[src/rtl/imem_loader.sv]
// imem_loader: turns a framed UART byte stream into 32-bit instruction-memory
// writes, and holds the datapath in reset until a complete program is loaded.
// Frame: SYNC_BYTE, count N (0 = 256), then N big-endian words.
// Optional trailing XOR checksum byte when IMEM_LOADER_CHECKSUM_EN is defined.
// Ports:
//   clock, resetGral (async, active-high)
//   rx_data/rx_valid : byte strobe from the UART receiver
//   imem_we/imem_addr/imem_wdata : word write port to instruction memory
//   cpu_reset : datapath reset, load_done / load_error : load status
module imem_loader #(
  parameter int         ADDR_W    = 8,
  parameter int         DEPTH     = 256,
  parameter logic [7:0] SYNC_BYTE = 8'hA5,
  parameter int         TIMEOUT   = 100000
) (
  input  logic              clock,
  input  logic              resetGral,
  input  logic [7:0]        rx_data,
  input  logic              rx_valid,
  output logic              imem_we,
  output logic [ADDR_W-1:0] imem_addr,
  output logic [31:0]       imem_wdata,
  output logic              cpu_reset,
  output logic              load_done,
  output logic              load_error
);

  localparam int TW = $clog2(TIMEOUT + 1);
  localparam logic [TW-1:0] TLAST = TW'(TIMEOUT - 1);
  localparam logic [31:0] DEPTH_U = 32'(DEPTH);

  typedef enum logic [2:0] {
    IDLE,
    COUNT,
    DATA,
`ifdef IMEM_LOADER_CHECKSUM_EN
    CSUM,
`endif
    DONE,
    ERROR
  } state_t;

  state_t state_q;
  state_t state_d;

  logic [1:0]        bcnt_q;
  logic [23:0]       asm_q;
  logic [ADDR_W-1:0] wcnt_q;
  logic [8:0]        left_q;
  logic [TW-1:0]     tmo_q;
`ifdef IMEM_LOADER_CHECKSUM_EN
  logic [7:0]        csum_q;
`endif

  logic       sync_hit;
  logic       timed;
  logic       tmo_hit;
  logic       n_ok;
  logic       word_end;
  logic       last_word;
  logic [8:0] n_val;

  assign sync_hit = rx_valid && (rx_data == SYNC_BYTE);
  assign n_val = (rx_data == 8'd0) ? 9'd256 : {1'b0, rx_data};
  assign n_ok = ({23'd0, n_val} <= DEPTH_U);

  always_comb begin
    timed = (state_q == COUNT) || (state_q == DATA);
`ifdef IMEM_LOADER_CHECKSUM_EN
    if (state_q == CSUM) timed = 1'b1;
`endif
  end

  // The cycle that would make the idle count reach TIMEOUT aborts the load.
  assign tmo_hit = timed && !rx_valid && (tmo_q == TLAST);
  assign word_end = (state_q == DATA) && rx_valid && (bcnt_q == 2'd3);
  assign last_word = word_end && (left_q == 9'd1);

  always_ff @(posedge clock or posedge resetGral) begin
    if (resetGral) state_q <= IDLE;
    else           state_q <= state_d;
  end

  always_comb begin
    state_d = state_q;
    unique case (state_q)
      IDLE: begin
        if (sync_hit) state_d = COUNT;
      end
      COUNT: begin
        if (tmo_hit)       state_d = ERROR;
        else if (rx_valid) state_d = n_ok ? DATA : ERROR;
      end
      DATA: begin
        if (tmo_hit) state_d = ERROR;
`ifdef IMEM_LOADER_CHECKSUM_EN
        else if (last_word) state_d = CSUM;
`else
        else if (last_word) state_d = DONE;
`endif
      end
`ifdef IMEM_LOADER_CHECKSUM_EN
      CSUM: begin
        if (tmo_hit) state_d = ERROR;
        else if (rx_valid)
          state_d = (rx_data == csum_q) ? DONE : ERROR;
      end
`endif
      DONE, ERROR: begin
        if (sync_hit) state_d = COUNT;
      end
      default: state_d = IDLE;
    endcase
  end

  always_ff @(posedge clock or posedge resetGral) begin
    if (resetGral) begin
      imem_we    <= 1'b0;
      imem_addr  <= '0;
      imem_wdata <= '0;
      cpu_reset  <= 1'b1;
      load_done  <= 1'b0;
      load_error <= 1'b0;
      bcnt_q     <= '0;
      asm_q      <= '0;
      wcnt_q     <= '0;
      left_q     <= '0;
      tmo_q      <= '0;
`ifdef IMEM_LOADER_CHECKSUM_EN
      csum_q     <= '0;
`endif
    end else begin
      imem_we <= word_end;
      // Release only after a full cycle spent in DONE with no restart.
      cpu_reset  <= !((state_q == DONE) && (state_d == DONE));
      load_done  <= (state_q == DONE) && (state_d == DONE);
      load_error <= (state_d == ERROR);

      if (rx_valid || !timed) tmo_q <= '0;
      else                    tmo_q <= tmo_q + 1'b1;

      if ((state_q == COUNT) && (state_d == DATA)) begin
        left_q <= n_val;
        wcnt_q <= '0;
        bcnt_q <= '0;
`ifdef IMEM_LOADER_CHECKSUM_EN
        csum_q <= '0;
`endif
      end

      if ((state_q == DATA) && rx_valid) begin
        asm_q  <= {asm_q[15:0], rx_data};
        bcnt_q <= bcnt_q + 2'd1;
`ifdef IMEM_LOADER_CHECKSUM_EN
        csum_q <= csum_q ^ rx_data;
`endif
      end

      if (word_end) begin
        imem_wdata <= {asm_q, rx_data};
        imem_addr  <= wcnt_q;
        wcnt_q     <= wcnt_q + 1'b1;
        left_q     <= left_q - 9'd1;
      end
    end
  end

endmodule

[config.mk]
export PLATFORM = sky130hd
export DESIGN_NAME = imem_loader
export DESIGN_NICKNAME = d
export VERILOG_FILES = /design/src/rtl/imem_loader.sv
export SDC_FILE = /design/constraint.sdc
export NUM_CORES = 1
export LEC_CHECK = 0
export BUFFER_PORTS_ARGS = -buffer_cell sky130_fd_sc_hd__buf_2
export CAP_MARGIN = 25
export CORE_UTILIZATION = 50
export DETAILED_ROUTE_END_ITERATION = 8
export HOLD_SLACK_MARGIN = 0.06
export PLACE_DENSITY = 0.7
export SLEW_MARGIN = 20
export SYNTH_ARGS = -nofsm -noshare
export SYNTH_HDL_FRONTEND = slang
export SYNTH_SLANG_ARGS = --single-unit
[constraint.sdc]
create_clock -name clock -period 7.55 [get_ports clock]
set_input_delay 0.3775 -clock clock [delete_from_list [all_inputs] [get_ports clock]]
set_output_delay 0.3775 -clock clock [all_outputs]
set_load 0.005 [all_outputs]
# == Word level (Yosys, flattened, before mapping) ==
# Index checks and enable logic that the tools add are counted.
# totals
regBits,107
elab_cells,61
input_bits,11
output_inout_bits,44
# classes
reduce_logical,18
n_eq_ne,11
mux,15
order_cmp,1
addsub,4
# ops
op,n
$mux 9,3
$mux 3,6
$add 17x1->17 const B,1
$eq 17x17->1 const B,1
$mux 17,1
$mux 8,2
$eq 3x2->1 const B,4
$eq 9x1->1 const B,1
$le 9x9->1 const B,1
$pmux 3 s3,1
$sub 9x1->9 const B,1
$add 8x1->8 const B,1
$eq 8x8->1 const B,1
$logic_and 1x1->1,8
$logic_not 8->1,1
$eq 3x3->1 const B,2
$mux 2,2
$reduce_bool 2->1,2
$eq 3x1->1 const B,1
$logic_not 1->1,3
$logic_not 3->1,1
$reduce_or 3->1,1
$add 2x1->2 const B,1
$eq 2x2->1 const B,1
$logic_or 1x1->1,2

# == Longest topological paths before layout ==
# Gate-level depths: netlist of the first run.
# logic_depth
word_depth,11
mapped_depth,7
ltp_nobuf,6

# == Least setup slack after synthesis of the first run ==
# No wires, ideal clock.
# synth_path
path_type,flip-flop to flip-flop
start,reg left_q[0]
end,reg left_q[8]
required_time_ps,7427
synth_period_minus_slack_ps,1578
arrival_ps,1456
path_slack_ps,5972
setup_ps,123
path_buffers,0
stages_incl_launch_ff,6
path_cell_list,dfrtp_1 > inv_1 > ha_1 > nor3b_1 > nand3_1 > o221a_2
# synth_between
elab_chain_cells,8
elab_cells_between_ends,10
cone_classes,add/sub (1); eq/ne (2); mux (4); reduce/logical (3)
# synth_rtl
element,line,source
"start, declared",49,logic [8:0] left_q;
"start signal, assigned",143,left_q <= n_val;
"start signal, assigned",163,left_q <= left_q - 9'd1;
$eq 9x1->1,77,assign last_word = word_end && (left_q == 9'd1);
$logic_and 1x1->1,77,
$mux 3,99,else if (last_word) state_d = DONE;
$mux 3,95,if (tmo_hit) state_d = ERROR;
$pmux 3 s3,86,unique case (state_q)
$eq 3x2->1,142,if ((state_q == COUNT) && (state_d == DATA)) begin
$logic_and 1x1->1,142,
$reduce_bool 2->1 (no source line),-,
# Parallel ways exist; a longest one is shown, timed or not.
# A chain may end at the register's enable or synchronous reset.

# == Final worst setup path of the first run ==
# layout_path
start,reg state_q[0]
end,reg left_q[8]
# layout_between
elab_chain_cells,10
elab_cells_between_ends,22
cone_classes,eq/ne (5); mux (7); reduce/logical (10)
# layout_rtl
element,line,source
"start, declared",43,state_t state_q;
"start signal, assigned",81,else state_q <= state_d;
$eq 3x2->1,"68, 76, 86",
$logic_and 1x1->1 (2 in series),76,assign word_end = (state_q == DATA) && rx_valid && (bcnt_q == 2'd3);
$logic_and 1x1->1,77,
$mux 3,99,
$mux 3,95,
$pmux 3 s3,86,
$eq 3x2->1,142,
$logic_and 1x1->1,142,
$reduce_bool 2->1 (no source line),-,
# Parallel ways exist; a longest one is shown, timed or not.

==> impl_metrics.env, run 1 <==
export IMPL_grt_ovfl_total=0
export IMPL_antenna_found_initial=0
export IMPL_synthCells=507
export IMPL_setup_viol_count_final=0
export IMPL_numCtsBuffers=9
export IMPL_cp_max_fo=55
export IMPL_htreeDepth=3
export IMPL_drtAntennaViolNets=0
export IMPL_wire_per_inst_um=14.4
export IMPL_status="finished, final reports clean"
export IMPL_start_util=0.513
export IMPL_first_pass_iters=6
export IMPL_rows=35
export IMPL_die_y_um=99.1
export IMPL_place_hpwl_mm=6.35
export IMPL_crit_path_end_kind="flop"
export IMPL_p_sw_uw=520
export IMPL_sw_frac_of_total=0.336
export IMPL_dr_wl_met3_um=411
export IMPL_synth_seq_cells=107
export IMPL_clkPwrFrac=0.211
export IMPL_postSynthAreaPerCell_sq_um=9.30
export IMPL_cp_start_kind="flop"
export IMPL_grt_pass1_wl_mm=16.3
export IMPL_cp_data_required_time_ns=7.81
export IMPL_gp_congestion=0.820
export IMPL_drive_above_1_share=0.159
export IMPL_cts_clk_slew_worst_paths_ns=0.10
export IMPL_fin_skew_ns=0.0117
export IMPL_vias=3578
export IMPL_crit_type="flop to flop"
export IMPL_fin_nets=569
export IMPL_synthDistinctLibCells=50
export IMPL_wl_met1_mm=4.61
export IMPL_max_cap_violations=0
export IMPL_postRouteWirelength_mm=9.60
export IMPL_synth_area_sq_mm=0.00471
export IMPL_finalCritPeriodShare=0.377
export IMPL_syn_nets=523
export IMPL_met2WireLength_mm=4.46
export IMPL_synth_edff_count=0
export IMPL_rsz0062_at_grt="no"
export IMPL_cts_hold_buf=1
export IMPL_p_int_uw=1030
export IMPL_ios=55
export IMPL_first_global_vias=3382
export IMPL_syn2layout_area_growth_pct=10.5
export IMPL_synth_top_flop_cell="dfrtp_1"
export IMPL_power_frac_seq=0.558
export IMPL_slew_viol_final=0
export IMPL_ys_seq_area_frac=0.568
export IMPL_diodes=0
export IMPL_synth_warnings=0
export IMPL_finalHoldViolCount=0
export IMPL_place_ws_ns=4.73
export IMPL_dr_first_iter_drc_count=156
export IMPL_grt_use_total=0.212
export IMPL_p_comb_frac=0.230
export IMPL_cts_sinks=107
export IMPL_slew_headroom=0.548
export IMPL_layout_common_cells="213 x nand2_1, 106 x dfrtp_1, 54 x buf_2"
export IMPL_core_area_sq_mm=0.00920
export IMPL_worstPathArrival_ns=3.11
export IMPL_post_cts_buffers=0
export IMPL_top_layer="met4"
export IMPL_viasPerCell=5.35
export IMPL_remaining_drc_errors=0
export IMPL_grt_max_degree=56
export IMPL_max_slew_worst_pin_slew_ns=0.678
export IMPL_hold_class="input port to flop"
export IMPL_clkLatencyLatePin_ns=0.37
export IMPL_io_buffers=54
export IMPL_root_buffer="clkbuf_8"
export IMPL_pwr_density_cell_mw_per_mm2=297
export IMPL_synth_async_sr_flop_share=1.00
export IMPL_die_w_um=99.1
export IMPL_fmax_ghz=0.352
export IMPL_cts_tree="done"
export IMPL_ir_worst_vdd_mv=0.112
export IMPL_layout_commonest_cell="nand2_1"
export IMPL_leakage_uw=0.00271
export IMPL_setup_tns_ns=0
export IMPL_setup_slack_ns=4.71
export IMPL_cts_resized=0
export IMPL_fp_dieArea_sq_mm=0.00982
export IMPL_cts_buffer_depth=2
export IMPL_min_period_ns=2.84
flip-flops by register name (all words and copies together) (netlist names):
name,flops
asm_q,24
bcnt_q,2
cpu_reset,1
imem_addr,8
imem_wdata,32
imem_we,1
left_q,9
load_done,1
load_error,1
state_q,3
tmo_q,17
wcnt_q,8
power by group through the flow:
stage	Combinational, uW	Sequential (uW)	Clock (uW)
after floorplan	228	856	0
after global placement	345	871	0
after detailed placement	360	877	0
after CTS	362	866	337
after global routing	414	888	359
final	356	864	327
area by class of cell:
| class | count | area [sq um] |
|---|---|---|
| tap | 111 | 139 |
| inverter | 13 | 53.8 |
| clock inverter | 5 | 37.5 |
| multi-input combinational | 364 | 1840 |
| timing repair buffer | 58 | 323 |
| sequential | 107 | 2680 |
| clock buffer | 11 | 141 |
| fill | 845 | 3990 |
Yosys cell counts (2+ instances only):
cell       number  area [sq um]
o21a_1          2          15.0
nand2_1       213           800
nand3_1        17          85.1
xor2_1          9          78.8
nor4b_1         3          26.3
a31oi_1         2          12.5
xnor2_1         6          52.6
nor4_1          7          43.8
a211oi_1        2          15.0
and4_1          2          17.5
nor4bb_1        2          20.0
clkbuf_1        4          15.0
buf_4           2          15.0
ha_1            5          62.6
a31o_2          2          17.5
a211o_1         2          17.5
a21oi_1         7          35.0
and3_1          6          37.5
nand4bb_1       2          22.5
buf_6           5          56.3
nor2_1         23          86.3
inv_1          12          45.0
o221a_2         4          45.0
nand4_1         7          43.8
nor3_1          5          25.0
buf_2          12          60.1
o21ai_0        13          65.1
dfrtp_1       106          2650
or3_1           4          25.0
final timing paths:
check	start	end	slack (ns)	cells past startpoint
max	state_q[0]$_DFF_PP0_	left_q[8]$_DFFE_PP0P_	4.71	5
min	rx_data[1]	imem_wdata[1]$_DFFE_PP0P_	0.27	3
max reg2reg	state_q[0]$_DFF_PP0_	left_q[8]$_DFFE_PP0P_	4.71	5
min reg2reg	imem_wdata[3]$_DFFE_PP0P_	imem_wdata[3]$_DFFE_PP0P_	0.48	2
max in group asynchronous	resetGral	asm_q[15]$_DFFE_PP0P_	6.02	5
min in group asynchronous	resetGral	tmo_q[2]$_DFF_PP0_	0.48	3
through the flow:
| step | std cells | utilization | hold WS (ns) | instance area (sq um) | power [uW] |
|---|---|---|---|---|---|
| after floorplan | 507 | - | 0.439 | 4710 | 1080 |
| after global placement | 651 | 0.543 | 0.339 | 4990 | 1220 |
| after detailed placement | 652 | 0.546 | 0.339 | 5020 | 1240 |
| after CTS | 669 | 0.567 | 0.256 | 5210 | 1560 |
| after global routing | 669 | 0.567 | 0.264 | 5210 | 1660 |
| final | 669 | 0.567 | 0.272 | 5210 | 1550 |
critical path: stages, from the launching register on:
cell and delay, ns:
dfrtp_1 0.49, and4bb_2 0.78, nand2_4 0.47, inv_4 0.55, a21oi_1 0.13, o221a_2 0.26
routing by layer:
metal | global-route usage | vias to the layer above
met2 | 0.321 | 82
met5 | 0 | -
met3 | 0.0260 | 9
met4 | 0.103 | 0
li1 | - | 1758
met1 | 0.306 | 1729
cells by family after synthesis:
| logic type | synth area share |
|---|---|
| buffers and inverters | 0.0419 |
| AOI/OAI and AO/OA | 0.0640 |
| muxes | 0.00212 |
| xor gates and xnor gates | 0.0279 |
| DFF | 0.568 |
| and+or+nand+nor | 0.283 |
| adders and majority gates | 0.0133 |
No activity file was read; power rests on OpenSTA's default activity.
==> run 2: changes to the inputs <==
==> constraint.sdc (replaced) <==
create_clock -name clock -period 2.7 [get_ports clock]
set_input_delay 0.135 -clock clock [delete_from_list [all_inputs] [get_ports clock]]
set_output_delay 0.135 -clock clock [all_outputs]
set_load 0.005 [all_outputs]
==> run 2 against run 1 <==
Compared with the run above:
- flip-flop and latch count did not move
- clock power rose to 3.0 times the previous value
- register-to-register slack got worse by 4.0 ns
- critical path type unchanged
- worst hold slack got worse by 0.079 ns
- sequential share of layout area fell by 1.1 points
- final cell count rose by 1.5%
- via count rose by 1.8%
- fmax rose by 40%
==> impl_metrics.env, run 2 (synthesis gave the netlist of run 1 again) <==
export IMPL_vias=3641
export IMPL_layout_common_cells="213 x nand2_1, 106 x dfrtp_1, 54 x buf_2"
export IMPL_crit_family="simple AND/OR/NAND/NOR gates"
export IMPL_place_area_sq_mm=0.00503
export IMPL_ir_worst_vdd_mv=0.363
export IMPL_nFillCells=819
export IMPL_place_inst=654
export IMPL_place_hpwl_mm=6.36
export IMPL_largest_reg_flops=32
export IMPL_cp_start_kind="flop"
export IMPL_fin_nets=579
export IMPL_antenna_found_initial=0
export IMPL_fin_skew_ns=0.0152
export IMPL_syn2layout_area_growth_pct=12.9
export IMPL_cts_tree="done"
export IMPL_crit_path_end_kind="flop"
export IMPL_critPathBufInv=1
export IMPL_finalHoldViolCount=0
export IMPL_final_util=0.579
export IMPL_gp_congestion=0.874
export IMPL_pwr_density_cell_mw_per_mm2=824
export IMPL_rsz0062_at_grt="no"
export IMPL_setup_tns_ns=0
export IMPL_grt_use_total=0.209
export IMPL_hold_class="input port to flop"
export IMPL_htreeDepth=3
export IMPL_crit_chain="and4bb_2, nand2_4, inv_4, a21oi_1, o221a_2"
export IMPL_slew_viol_final=0
export IMPL_cts_buffer_depth=2
export IMPL_die_y_um=99.1
export IMPL_io_buffers=54
export IMPL_slew_headroom=0.499
export IMPL_start_util=0.513
export IMPL_fp_dieArea_sq_mm=0.00982
export IMPL_worstPathArrival_ns=2.29
export IMPL_regMostFlops="imem_wdata"
export IMPL_setup_slack_ns=0.671
export IMPL_grt_ovfl_total=0
export IMPL_first_global_vias=3405
export IMPL_max_slew_worst_pin_slew_ns=0.750
export IMPL_leakage_uw=0.00276
export IMPL_cts_clk_slew_worst_paths_ns=0.11
export IMPL_max_cap_violations=0
export IMPL_status="finished, final reports clean"
export IMPL_die_w_um=99.1
export IMPL_cp_data_required_time_ns=2.96
export IMPL_rows=35
export IMPL_critPathSlowestCell="dfrtp_1"
export IMPL_top_regs="imem_wdata (32), asm_q (24), tmo_q (17)"
export IMPL_cp_max_fo=55
export IMPL_max_stage_delay_ns=0.49
export IMPL_fmax_ghz=0.493
export IMPL_grt_pass1_wl_mm=16.2
export IMPL_grt_max_degree=75
export IMPL_drtAntennaViolNets=0
export IMPL_ios=55
export IMPL_place_ws_ns=0.682
export IMPL_postRouteWirelength_mm=9.46
export IMPL_crit_type="flop to flop"
export IMPL_final_cells=679
export IMPL_setup_viol_count_final=0
export IMPL_postLayoutCellArea_sq_mm=0.00532
export IMPL_remaining_drc_errors=0
export IMPL_finalCritPeriodShare=0.751
export IMPL_wire_per_inst_um=13.9
export IMPL_layout_commonest_cell="nand2_1"
export IMPL_core_area_sq_mm=0.00920
export IMPL_clkLatencyLatePin_ns=0.38
export IMPL_numCtsBuffers=9
export IMPL_first_pass_iters=4
export IMPL_root_buffer="clkbuf_8"
export IMPL_drive_above_1_share=0.162
export IMPL_cts_sinks=107
export IMPL_diodes=0
export IMPL_viasPerCell=5.36
export IMPL_dr_first_iter_drc_count=181
export IMPL_post_cts_buffers=0
export IMPL_min_period_ns=2.03
==> run 2: cell type report <==
cell class,instances,area (sq um),area share
inverters,13,55.1,0.0103
well taps,111,139,0.0261
repair buffers,68,410,0.0771
clock buffers,9,124,0.0233
flip-flops and latches,107,2680,0.503
clock inverters,7,78.8,0.0148
multi-input cells,364,1840,0.345
==> run 2: through the flow <==
step                      hold WS (ns)  total power [uW]
after detailed placement         0.300              3460
after global routing             0.225              4710
after CTS                        0.183              4440
final                            0.193              4380
after global placement           0.285              3420
after floorplan                  0.240              3030
==> run 2: report_power, final <==
part	switching, uW	internal, uW	total (uW)	leakage (uW)
logic	556	444	1000	0.00127
registers	343	2070	2420	0.00139
clock network	601	367	968	0.000102
total	1500	2880	4380	0.00276
==> run 2: repair_timing <==
item | 4_1_cts | 5_1_grt
endpoints found under the hold margin | 49 | 0
endpoints found under the setup margin | 0 | 0
gates resized for setup | 0 | 0
hold buffers | 9 | 0
==> run 2: worst paths after layout <==
path	startpoint	end	slack (ns)	cells past startpoint
max in group asynchronous	resetGral	cpu_reset$_DFF_PP1_	1.45	4
min in group asynchronous	resetGral	imem_wdata[17]$_DFFE_PP0P_	0.42	3
max	state_q[0]$_DFF_PP0_	left_q[6]$_DFFE_PP0P_	0.67	5
min	rx_valid	tmo_q[15]$_DFF_PP0_	0.19	4
max reg2reg	state_q[0]$_DFF_PP0_	left_q[6]$_DFFE_PP0P_	0.67	5
min reg2reg	asm_q[16]$_DFFE_PP0P_	imem_wdata[24]$_DFFE_PP0P_	0.48	2
==> run 2: worst reg2reg max path, delay by kind of cell, from the launching register on <==
| family | cells | cell delay, ns |
|---|---|---|
| buf+inv | 1 | 0.47 |
| compound gates | 2 | 0.42 |
| simple gates | 2 | 0.55 |
| flops | 1 | 0.49 |
==> run 2: routing by layer <==
metal	vias up	global-route usage	share of wire
met5	-	0	0
met4	0	0.0713	0.012
met3	12	0.0323	0.045
met2	87	0.332	0.46
met1	1761	0.298	0.48
li1	1781	-	-
==> run 3: changes to the inputs <==
--- a/config.mk
+++ b/config.mk
@@ -10,7 +10,7 @@
 export CORE_UTILIZATION = 50
 export DETAILED_ROUTE_END_ITERATION = 8
 export HOLD_SLACK_MARGIN = 0.06
-export PLACE_DENSITY = 0.7
+export PLACE_DENSITY = 0.73
 export SLEW_MARGIN = 20
 export SYNTH_ARGS = -nofsm -noshare
 export SYNTH_HDL_FRONTEND = slang
==> constraint.sdc (replaced) <==
create_clock -name clock -period 1.7 [get_ports clock]
set_input_delay 0.085 -clock clock [delete_from_list [all_inputs] [get_ports clock]]
set_output_delay 0.085 -clock clock [all_outputs]
set_load 0.005 [all_outputs]
==> run 3 against run 2 <==
Compared with the run above:
- sequential power increased by 59%
- non-clock buffer count increased by 18
- via count grew 1.8%
- wire length increased by 5.8%
- clock power increased by 71%
- fmax increased by 24%
- critical path type unchanged
- largest cell class unchanged
- largest power group unchanged
==> impl_metrics.env, run 3 (synthesis gave the netlist of run 1 again) <==
export IMPL_numCtsBuffers=9
export IMPL_grt_ovfl_total=0
export IMPL_root_buffer="clkbuf_8"
export IMPL_first_global_vias=3531
export IMPL_die_w_um=99.1
export IMPL_die_y_um=99.1
export IMPL_antenna_found_initial=0
export IMPL_final_util=0.601
export IMPL_cp_max_fo=8
export IMPL_fin_total_pwr_uw=7200
export IMPL_syn2layout_area_growth_pct=17.1
export IMPL_nFillCells=813
export IMPL_worstPathArrival_ns=1.89
export IMPL_max_slew_worst_pin_slew_ns=0.548
export IMPL_cp_data_required_time_ns=1.96
export IMPL_min_period_ns=1.63
export IMPL_remaining_drc_errors=0
export IMPL_grt_pass1_wl_mm=16.7
export IMPL_fp_dieArea_sq_mm=0.00982
export IMPL_postRouteWirelength_mm=10.0
export IMPL_io_buffers=54
export IMPL_ios=55
export IMPL_drive_above_1_share=0.200
export IMPL_fmax_ghz=0.613
export IMPL_regArea_sq_mm=0.00268
export IMPL_grt_max_degree=108
export IMPL_place_hpwl_mm=6.82
export IMPL_dr_first_iter_drc_count=245
export IMPL_clkLatencyLatePin_ns=0.38
export IMPL_crit_type="flop to flop"
export IMPL_rows=35
export IMPL_cp_start_kind="flop"
export IMPL_slew_viol_final=0
export IMPL_regMostFlops="imem_wdata"
export IMPL_finalCritPeriodShare=0.960
export IMPL_fin_nets=597
export IMPL_crit_path_end_kind="flop"
export IMPL_largest_reg_flops=32
export IMPL_layout_commonest_cell="nand2_1"
export IMPL_hold_class="input port to flop"
export IMPL_vias=3706
export IMPL_multi_input_area_sq_mm=0.00188
export IMPL_start_util=0.513
export IMPL_setup_viol_count_final=0
export IMPL_diodes=0
export IMPL_cts_sinks=107
export IMPL_cts_buffer_depth=2
export IMPL_htreeDepth=3
export IMPL_max_cap_violations=0
export IMPL_layout_common_cells="213 x nand2_1, 105 x dfrtp_1, 54 x buf_2"
export IMPL_top_regs="imem_wdata (32), asm_q (24), tmo_q (17)"
export IMPL_viasPerCell=5.32
export IMPL_leakage_uw=0.00288
export IMPL_reg2reg_depth=4
export IMPL_wire_per_inst_um=14.4
export IMPL_grt_use_total=0.216
export IMPL_slew_headroom=0.635
export IMPL_cts_clk_slew_worst_paths_ns=0.10
export IMPL_core_area_sq_mm=0.00920
export IMPL_pwr_density_cell_mw_per_mm2=1300
export IMPL_ir_worst_vdd_mv=0.624
export IMPL_setup_tns_ns=0
export IMPL_drtAntennaViolNets=0
export IMPL_cts_tree="done"
export IMPL_status="finished, final reports clean"
export IMPL_first_pass_iters=5
export IMPL_finalHoldViolCount=0
export IMPL_hold_path_cell_count=4
export IMPL_gp_congestion=0.893
export IMPL_fin_skew_ns=0.0166
==> run 3: worst max-delay path, cell delays in order (launching register included) <==
cell,delay (ns)
dfrtp_1,0.47
xnor2_1,0.17
or3_1,0.46
nor4_2,0.30
o41ai_1,0.11
==> run 3: path summary, 6_finish.rpt <==
path | slack, ns | startpoint | endpoint
worst max register to register | 0.07 | state_q[1]$_DFF_PP0_ | state_q[1]$_DFF_PP0_
min in group asynchronous | 0.41 | resetGral | imem_wdata[8]$_DFFE_PP0P_
max in group asynchronous | 0.87 | resetGral | left_q[0]$_DFFE_PP0P_
worst min register to register | 0.48 | imem_wdata[8]$_DFFE_PP0P_ | imem_wdata[8]$_DFFE_PP0P_
worst min-delay path | 0.14 | rx_valid | tmo_q[15]$_DFF_PP0_
worst max-delay path | 0.07 | state_q[1]$_DFF_PP0_ | state_q[1]$_DFF_PP0_
==> run 3: layer usage <==
metal | up-vias | GRT usage | part of all wire
met5 | - | 0 | 0
met4 | 0 | 0.0882 | 0.017
met3 | 15 | 0.0302 | 0.037
met2 | 74 | 0.351 | 0.48
met1 | 1808 | 0.295 | 0.47
li1 | 1809 | - | -
==> run 3: through the flow <==
step	cell area, sq um	worst slack (ns)	cells	hold WS [ns]
3_3_place_gp	5140	0.0648	669	0.291
3_5_place_dp	5140	0.0135	669	0.300
4_1_cts	5450	0.00184	694	0.126
5_1_grt	5520	-0.0163	697	0.171
6_report	5520	0.0684	697	0.139
2_1_floorplan	4720	0.122	507	0.190
==> run 3: report_power, final <==
group / switching [uW] / internal [uW]
Sequential: 553 / 3290
Clock: 936 / 724
Combinational: 932 / 763
Total: 2420 / 4780
==> run 3: repair_timing <==
| action | 4_1_cts | 5_1_grt |
|---|---|---|
| hold buffers | 9 | 0 |
| cloned | 0 | 0 |
| hold endpoints to repair | 124 | 0 |
| setup endpoints to repair | 1 | 27 |
| setup buffers | 0 | 3 |
| gates resized for setup | 1 | 11 |
==> run 3: final cells by class <==
| type | instances | area share |
|---|---|---|
| Clock buffer | 9 | 0.0224 |
| Clock inverter | 7 | 0.0159 |
| Inverter | 13 | 0.0109 |
| Multi-Input combinational cell | 364 | 0.341 |
| Sequential cell | 107 | 0.485 |
| Tap cell | 111 | 0.0251 |
| Timing Repair Buffer | 86 | 0.0995 |
